File: src/rtl/io_intr_bridge.sv
// Peripheral-side bridge: queues processor send words toward the MAC transmitter
// and serializes key / Ethernet receive events into one-at-a-time interrupts.
package io_intr_bridge_pkg;
  localparam int unsigned DATA_W = 32;
  localparam int unsigned KEY_W  = 8;

  typedef enum logic [1:0] {
    IRQ_IDLE = 2'd0,
    IRQ_FIRE = 2'd1,
    IRQ_WAIT = 2'd2,
    IRQ_GAP  = 2'd3
  } irq_state_e;

  typedef enum logic {
    SRC_KEY = 1'b0,
    SRC_ETH = 1'b1
  } evt_src_e;

  typedef struct packed {
    evt_src_e          src;
    logic [DATA_W-1:0] data;
  } evt_t;
endpackage

module io_intr_bridge
  import io_intr_bridge_pkg::*;
#(
  parameter int unsigned TX_DEPTH  = 4,
  parameter int unsigned EVT_DEPTH = 8
) (
  input  logic              clk,
  input  logic              rst_n,
  input  logic              snd,
  input  logic [DATA_W-1:0] interface_data,
  input  logic              int_ack,
  input  logic              key_valid,
  input  logic [KEY_W-1:0]  key_code,
  input  logic              eth_rx_valid,
  input  logic [DATA_W-1:0] eth_rx_data,
  output logic              eth_rx_ready,
  output logic              eth_tx_valid,
  output logic [DATA_W-1:0] eth_tx_data,
  input  logic              eth_tx_ready,
  output logic              interrupt_key,
  output logic              interrupt_eth,
  output logic [DATA_W-1:0] interrupt_source_data,
  output logic              tx_overflow,
  output logic              key_overflow
);

  localparam int unsigned TX_AW  = $clog2(TX_DEPTH);
  localparam int unsigned TX_PW  = TX_AW + 1;
  localparam int unsigned EVT_AW = $clog2(EVT_DEPTH);
  localparam int unsigned EVT_PW = EVT_AW + 1;

  // ---------------------------------------------------------------- TX FIFO
  logic [DATA_W-1:0] tx_mem [TX_DEPTH];
  logic [TX_PW-1:0]  tx_wr_ptr;
  logic [TX_PW-1:0]  tx_rd_ptr;
  logic              tx_empty;
  logic              tx_full;
  logic              tx_push;
  logic              tx_pop;

  // A pop in the same cycle frees the slot, so a push into a full FIFO still lands.
  always_comb begin
    tx_empty = (tx_wr_ptr == tx_rd_ptr);
    tx_full  = (tx_wr_ptr[TX_AW] != tx_rd_ptr[TX_AW]) &&
               (tx_wr_ptr[TX_AW-1:0] == tx_rd_ptr[TX_AW-1:0]);
    tx_pop   = !tx_empty && eth_tx_ready;
    tx_push  = snd && (!tx_full || tx_pop);
  end

  assign eth_tx_valid = !tx_empty;
  assign eth_tx_data  = tx_empty ? '0 : tx_mem[tx_rd_ptr[TX_AW-1:0]];

  always_ff @(posedge clk or negedge rst_n) begin
    if (!rst_n) begin
      tx_wr_ptr   <= '0;
      tx_rd_ptr   <= '0;
      tx_overflow <= 1'b0;
    end else begin
      if (tx_push) tx_wr_ptr <= tx_wr_ptr + TX_PW'(1);
      if (tx_pop)  tx_rd_ptr <= tx_rd_ptr + TX_PW'(1);
      if (snd && !tx_push) tx_overflow <= 1'b1;
    end
  end

  always_ff @(posedge clk) begin
    if (tx_push) tx_mem[tx_wr_ptr[TX_AW-1:0]] <= interface_data;
  end

  // ------------------------------------------------------------- event FIFO
  evt_t              evt_mem [EVT_DEPTH];
  logic [EVT_PW-1:0] evt_wr_ptr;
  logic [EVT_PW-1:0] evt_rd_ptr;
  logic              evt_empty;
  logic              evt_full;
  logic              evt_push;
  logic              evt_pop;
  logic              key_push;
  logic              eth_push;
  evt_t              evt_din;
  evt_t              evt_head;
  logic              rx_en;
  irq_state_e        state;

  // Key wins the single push slot; the Ethernet side is throttled via eth_rx_ready.
  always_comb begin
    evt_empty    = (evt_wr_ptr == evt_rd_ptr);
    evt_full     = (evt_wr_ptr[EVT_AW] != evt_rd_ptr[EVT_AW]) &&
                   (evt_wr_ptr[EVT_AW-1:0] == evt_rd_ptr[EVT_AW-1:0]);
    evt_pop      = (state == IRQ_WAIT) && int_ack;
    key_push     = key_valid && (!evt_full || evt_pop);
    eth_push     = eth_rx_valid && eth_rx_ready;
    evt_push     = key_push || eth_push;
    evt_din.src  = SRC_ETH;
    evt_din.data = eth_rx_data;
    if (key_valid) begin
      evt_din.src  = SRC_KEY;
      evt_din.data = DATA_W'(key_code);
    end
    evt_head = evt_mem[evt_rd_ptr[EVT_AW-1:0]];
  end

  assign eth_rx_ready = rx_en && !evt_full && !key_valid;

  // Keeps eth_rx_ready low while reset is applied.
  always_ff @(posedge clk or negedge rst_n) begin
    if (!rst_n) rx_en <= 1'b0;
    else        rx_en <= 1'b1;
  end

  always_ff @(posedge clk or negedge rst_n) begin
    if (!rst_n) begin
      evt_wr_ptr   <= '0;
      evt_rd_ptr   <= '0;
      key_overflow <= 1'b0;
    end else begin
      if (evt_push) evt_wr_ptr <= evt_wr_ptr + EVT_PW'(1);
      if (evt_pop)  evt_rd_ptr <= evt_rd_ptr + EVT_PW'(1);
      if (key_valid && !key_push) key_overflow <= 1'b1;
    end
  end

  always_ff @(posedge clk) begin
    if (evt_push) evt_mem[evt_wr_ptr[EVT_AW-1:0]] <= evt_din;
  end

  // --------------------------------------------------------- interrupt FSM
  // Head stays in the FIFO until acknowledged; GAP lets the processor latch clear.
  always_ff @(posedge clk or negedge rst_n) begin
    if (!rst_n) begin
      state                 <= IRQ_IDLE;
      interrupt_key         <= 1'b0;
      interrupt_eth         <= 1'b0;
      interrupt_source_data <= '0;
    end else begin
      interrupt_key <= 1'b0;
      interrupt_eth <= 1'b0;
      case (state)
        IRQ_IDLE: begin
          if (!evt_empty) begin
            state                 <= IRQ_FIRE;
            interrupt_key         <= (evt_head.src == SRC_KEY);
            interrupt_eth         <= (evt_head.src == SRC_ETH);
            interrupt_source_data <= evt_head.data;
          end
        end
        IRQ_FIRE: state <= IRQ_WAIT;
        IRQ_WAIT: if (int_ack) state <= IRQ_GAP;
        IRQ_GAP:  state <= IRQ_IDLE;
        default:  state <= IRQ_IDLE;
      endcase
    end
  end

endmodule

File: config.mk
export PLATFORM = sky130hd
export DESIGN_NAME = io_intr_bridge
export DESIGN_NICKNAME = d
export VERILOG_FILES = /design/src/rtl/io_intr_bridge.sv
export SDC_FILE = /design/constraint.sdc
export NUM_CORES = 1
export LEC_CHECK = 0
export CORE_MARGIN = 1.5
export CORE_UTILIZATION = 34
export CTS_CLUSTER_DIAMETER = 120
export DETAILED_ROUTE_END_ITERATION = 6
export DONT_BUFFER_PORTS = 1
export GPL_TIMING_DRIVEN = 0
export PLACE_DENSITY = 0.53
export SLEW_MARGIN = 15
export SYNTH_ARGS = -nofsm -noshare
export SYNTH_HDL_FRONTEND = slang
export SYNTH_SLANG_ARGS = --single-unit
File: constraint.sdc
create_clock -name clk -period 5.2 [get_ports clk]
set_clock_uncertainty 0.05 [all_clocks]
set_input_delay 1.04 -clock clk [delete_from_list [all_inputs] [get_ports clk]]
set_output_delay 1.04 -clock clk [all_outputs]
set_load 0.02 [all_outputs]
Yosys cells after proc, flatten, opt, wreduce, memory -nomap -nowiden
Memories as Yosys holds them, arrays and structs flattened.
Cells that the tools add are included.

word-level totals
  input port bits = 79
  output and inout port bits = 70
  bits in latches = 0
  register bits after elaboration = 53
  word-level logic and storage cells = 66
  bits in read-only memories = 0
  memory bits (writable) = 392
  memories kept = 2

memory list
  memory   depth  bits a word  read ports  clocked after memory_dff  wr ports  line  text
  evt_mem  8      33           1           0                         1         94    evt_t evt_mem [EVT_DEPTH];
  tx_mem   4      32           1           0                         1         57    logic [DATA_W-1:0] tx_mem [TX_DEPTH];

cells by class
  multipliers = 0
  shifts and indexed selects = 0
  reduce and logical (&&, ||, !) cells = 23
  equality and inequality tests = 11
  bitwise operators = 2
  divide/modulo/power cells = 0
  order comparisons = 0
  $add $sub $neg = 4
  mux-type cells = 13

operators with widths
  cell                 count
  $mux 33              1
  $mux 32              1
  $logic_and 1x1->1    11
  $add 4x1->4 const B  2
  $mux 1               8
  $pmux 2 s4           1
  $add 3x1->3 const B  2
  $eq 3x3->1           2
  $logic_not 1->1      6
  $eq 2x2->1 const B   2
  $eq 4x4->1           1
  $mux 2               2
  $ne 2x2->1 const B   2
  $reduce_and 2->1     2
  $logic_or 1x1->1     3
  $eq 2x1->1 const B   1
  $eq 2x2->1           1
  $logic_not 2->1      1
  $ne 1x1->1           2
  $not 1->1            2

Depth between registers and ports, before layout
  depth after elaboration = 9
  gate-level depth with buffers = 8
  depth with buffers taken out = 6

Worst setup path after synthesis
OpenSTA, ideal clock, no wires.

  path type = in2reg
  start = input key_valid
  end = memory evt_mem[0][0] in the netlist's numbering, enable pin
  data required time = 4.644 ns
  setup time = 0.506 ns
  stages on the path = 3
  data arrival time = 4.685 ns
  setup slack = -0.041 ns
  path buffers = 1
  path through = clkbuf_1 -> o22ai_4 -> nor4_1

on the way
  word-level cells in the longest chain between the ends = 6
  elaborated cells between the ends (all ways) = 7
  classes of those cells = mux (2); reduce/logical (5)

RTL lines
  element                         line  text
  from (decl)                     36    input logic key_valid,
  $logic_not 1->1                 126   assign eth_rx_ready = rx_en && !evt_full && !key_valid;
  $logic_and 1x1->1               126
  $logic_and 1x1->1               115   eth_push = eth_rx_valid && eth_rx_ready;
  $logic_or 1x1->1 *              116   evt_push = key_push || eth_push;
  $mux 1 *                        147   if (evt_push) evt_mem[evt_wr_ptr[EVT_AW-1:0]] <= evt_din;
  $mux 1 (not written as such) *  147
  to (decl)                       94

Mark *: on every way between the ends. The rest lies on a longest branch, timed or not.

Worst setup path in the final report
  start = input key_valid
  end = output eth_rx_ready

on the way
  word-level cells in the longest chain between the ends = 2

RTL lines
  element            line  text
  $logic_not 1->1    126
  $logic_and 1x1->1  126
  to (decl)          40    output logic eth_rx_ready,

No other way between the ends.

==> results.toml <==
[run_status]
run_status = "complete, no violations"

[critical_path]
required_ns = 4.11
path_buf_inv = 3
reg2reg_slack_ns = 2.08
cpMaxStageDelayCell = "clkbuf_1"
crit_family = "buffers and inverters"
slowest_delay_ns = 0.76
cp-start-kind = "input port"
end_kind = "output port"
arrival_ns = 3.19
crit_type = "in -> out"
path_cells = "clkbuf_1 > buf_1 > inv_1 > and3_1"
cp_max_fo = 10

[cells_and_area]
design_area_um2 = 20240
layout_commonest_cell = "edfxtp_1"
syn2layout_area_growth_pct = 17.38
layout_common_cells = "392 x edfxtp_1, 98 x mux4_2, 53 x dfrtp_1"
drive_gt1_frac = 0.2743
final_cells = 1629
fin_nets = 1007
final_util = 0.4042
seq_area_um2 = 13100
n_fill_cell = 4517
multi_input_area_um2 = 3959

[floorplan]
die_x_um = 228.2
ioPinCount = 149
core.rowCount = 82
core_area_um2 = 50070
die-area_um2 = 52070
start_util = 0.3444
die_h_um = 228.2

[global_route]
grt_pass1_wl_mm = 56.36
grt_max_degree = 54
antenna_found_initial = 6
grt_pass1_vias = 8562
grt_usage = 0.1464
grt-ovfl-total = 0

[placement]
gp_congestion = 0.6923
placed_area_um2 = 18580
dpl.cell_count = 1538
portBuffers = 0
post-dp-hpwl_mm = 24.39

[clock_tree]
cts_sinks = 445
numCtsBuffers = 50
clkTransAtPathRegs_ns = 0.06
cts_hold_buffers = 0
cts-root-buf = "clkbuf_16"
cts_tree = "built"
cts_buffer_depth = 3
postCtsSetupBuffers = 0
post_cts_resized = 0
htree_levels = 2
insertion_delay_ns = 0.63

[yosys]
ys_seq_area_frac = 0.7596
synthFlopType = "edfxtp_1"
synthArstFlopShare = 0.1191
synth.net_count = 923
synth.largest_area_cell = "edfxtp_1"
syn_area_per_cell_um2 = 20.67
synth_seq_cells = 445
syn-cell-area_um2 = 17240
synth_enable_flop_cells = 392
yosysUniqueCellTypes = 36
yosys_warnings = 0
yosysTopAreaCellShare = 0.6827
postSynthCellCount = 834
synth_area_leaders = "edfxtp_1 68%, mux4_2 13%, dfrtp_1 7.7%"

[pwr]
ir_drop_mv = 0.3215
p_sw_mw = 4.180
p_leak_nw = 6.813
seqPwrFrac = 0.415
p_clk_frac = 0.277
internal_power_mw = 8.386
comb_power_share = 0.308
finalPower_mw = 12.57
powerDensity_nw_per_um2 = 620.8
swShare = 0.3326

[hold_path]
hold_path.class = "in -> async"

[route]
drtPass1Iterations = 7
viasPerCell = 4.879
vias = 7948
drc_errors = 0
routed_wl_mm = 37.54
postRouteAntennaNets = 0
drt_iter0_drc = 494
wire_per_inst_um = 23.04

[timing]
fin_hold_ws_ns = 0.05006
relSlewSlack = 0.2983
fin_crit_ns = 4.283
max_freq_mhz = 233.5
rsz0062_at_grt = "no"
max_slew.worst_pin.slew_ns = 1.052
hold_viol_final = 0
fin_crit_sh = 0.8237
setup_viol = 0
maxSlewViolCount = 0

[job]
cap_violations = 0
[cell usage after synthesis (all sizes together), types with 2 or more instances]
cell	count
nand2b	5
nand2	39
buf	32
mux2i	33
ha	10
and3	4
inv	10
mux4	98
and2	33
nand4	3
xor2	5
nor4	2
dfrtp	53
nor2	8
mux2	13
xnor2	13
clkbuf	12
edfxtp	392
nor2b	24
nor3	4
o21ai	32
[per-stage QoR]
step	setup slack, ns	TNS, ns
6_report	0.9167	0
5_1_grt	0.8182	0
4_1_cts	0.8890	0
3_5_place_dp	0.8796	0
3_3_place_gp	-2.770	-418.90
2_1_floorplan	0.7061	0
[layer usage]
| layer | track usage | wire length, µm |
|---|---|---|
| met5 | 0 | 49 |
| met4 | 0.04077 | 812 |
| met3 | 0.04950 | 2794 |
| met2 | 0.2365 | 17920 |
| met1 | 0.1883 | 15960 |
[flip-flops by register name, indices dropped and copies added (netlist names)]
signal / flops
interrupt_eth: 1
key_overflow: 1
tx_overflow: 1
tx_mem: 128
rx_en: 1
evt_wr_ptr: 4
evt_rd_ptr: 4
state: 2
interrupt_key: 1
interrupt_source_data: 32
tx_rd_ptr: 3
evt_mem: 264
tx_wr_ptr: 3
[worst register-to-register path: cells and delay by family (launching register included)]
family	cells	cell delay (ns)
and+or+nand+nor	2	0.90
buffers and inverters	5	0.90
AOI/OAI and AO/OA	2	0.43
DFF	1	0.38
xor gates and xnor gates	1	0.17
[worst paths after layout]
check | start | endpoint | cells after the start
max | key_valid | eth_rx_ready | 4
min | rst_n | interrupt_source_data[19] | 0
max reg2reg | evt_wr_ptr[0] | evt_mem[1][20] | 10
min reg2reg | tx_wr_ptr[2] | tx_wr_ptr[2] | 1
max in group asynchronous | rst_n | tx_overflow | 0
min in group clk | tx_wr_ptr[2] | tx_wr_ptr[2] | 1
[final cells by class]
class / count / share of cell area
well taps: 672 / 0.04154
diodes: 2 / 0.0002473
repair buffers: 32 / 0.02046
inverters: 10 / 0.001855
clock inverters: 20 / 0.01304
flip-flops and latches: 445 / 0.6471
multi-input cells: 335 / 0.1956
plain buffers: 44 / 0.01131
clock buffers: 69 / 0.06881
[cells by family after synthesis]
logic type | Yosys count | share of synthesized area
AND/OR/NAND/NOR | 124 | 0.03853
AO/OA/AOI/OAI | 38 | 0.01328
adder cells (fa/ha/maj) | 10 | 0.007256
buffers and inverters | 54 | 0.01546
other | 1 | 0.0002175
multiplexers | 144 | 0.1556
XOR/XNOR | 18 | 0.01001
flip-flops | 445 | 0.7596
[power by group through the flow]
stage                     clock, mW  sequential, mW  combinational (mW)
final                          3.48            5.21                3.87
after global routing           3.71            5.29                4.21
after CTS                      3.58            5.23                3.99
after detailed placement          0            5.30                3.98
after global placement            0            5.35                3.72
after floorplan                   0            5.20                2.78
(Power assumes the default switching activity.)
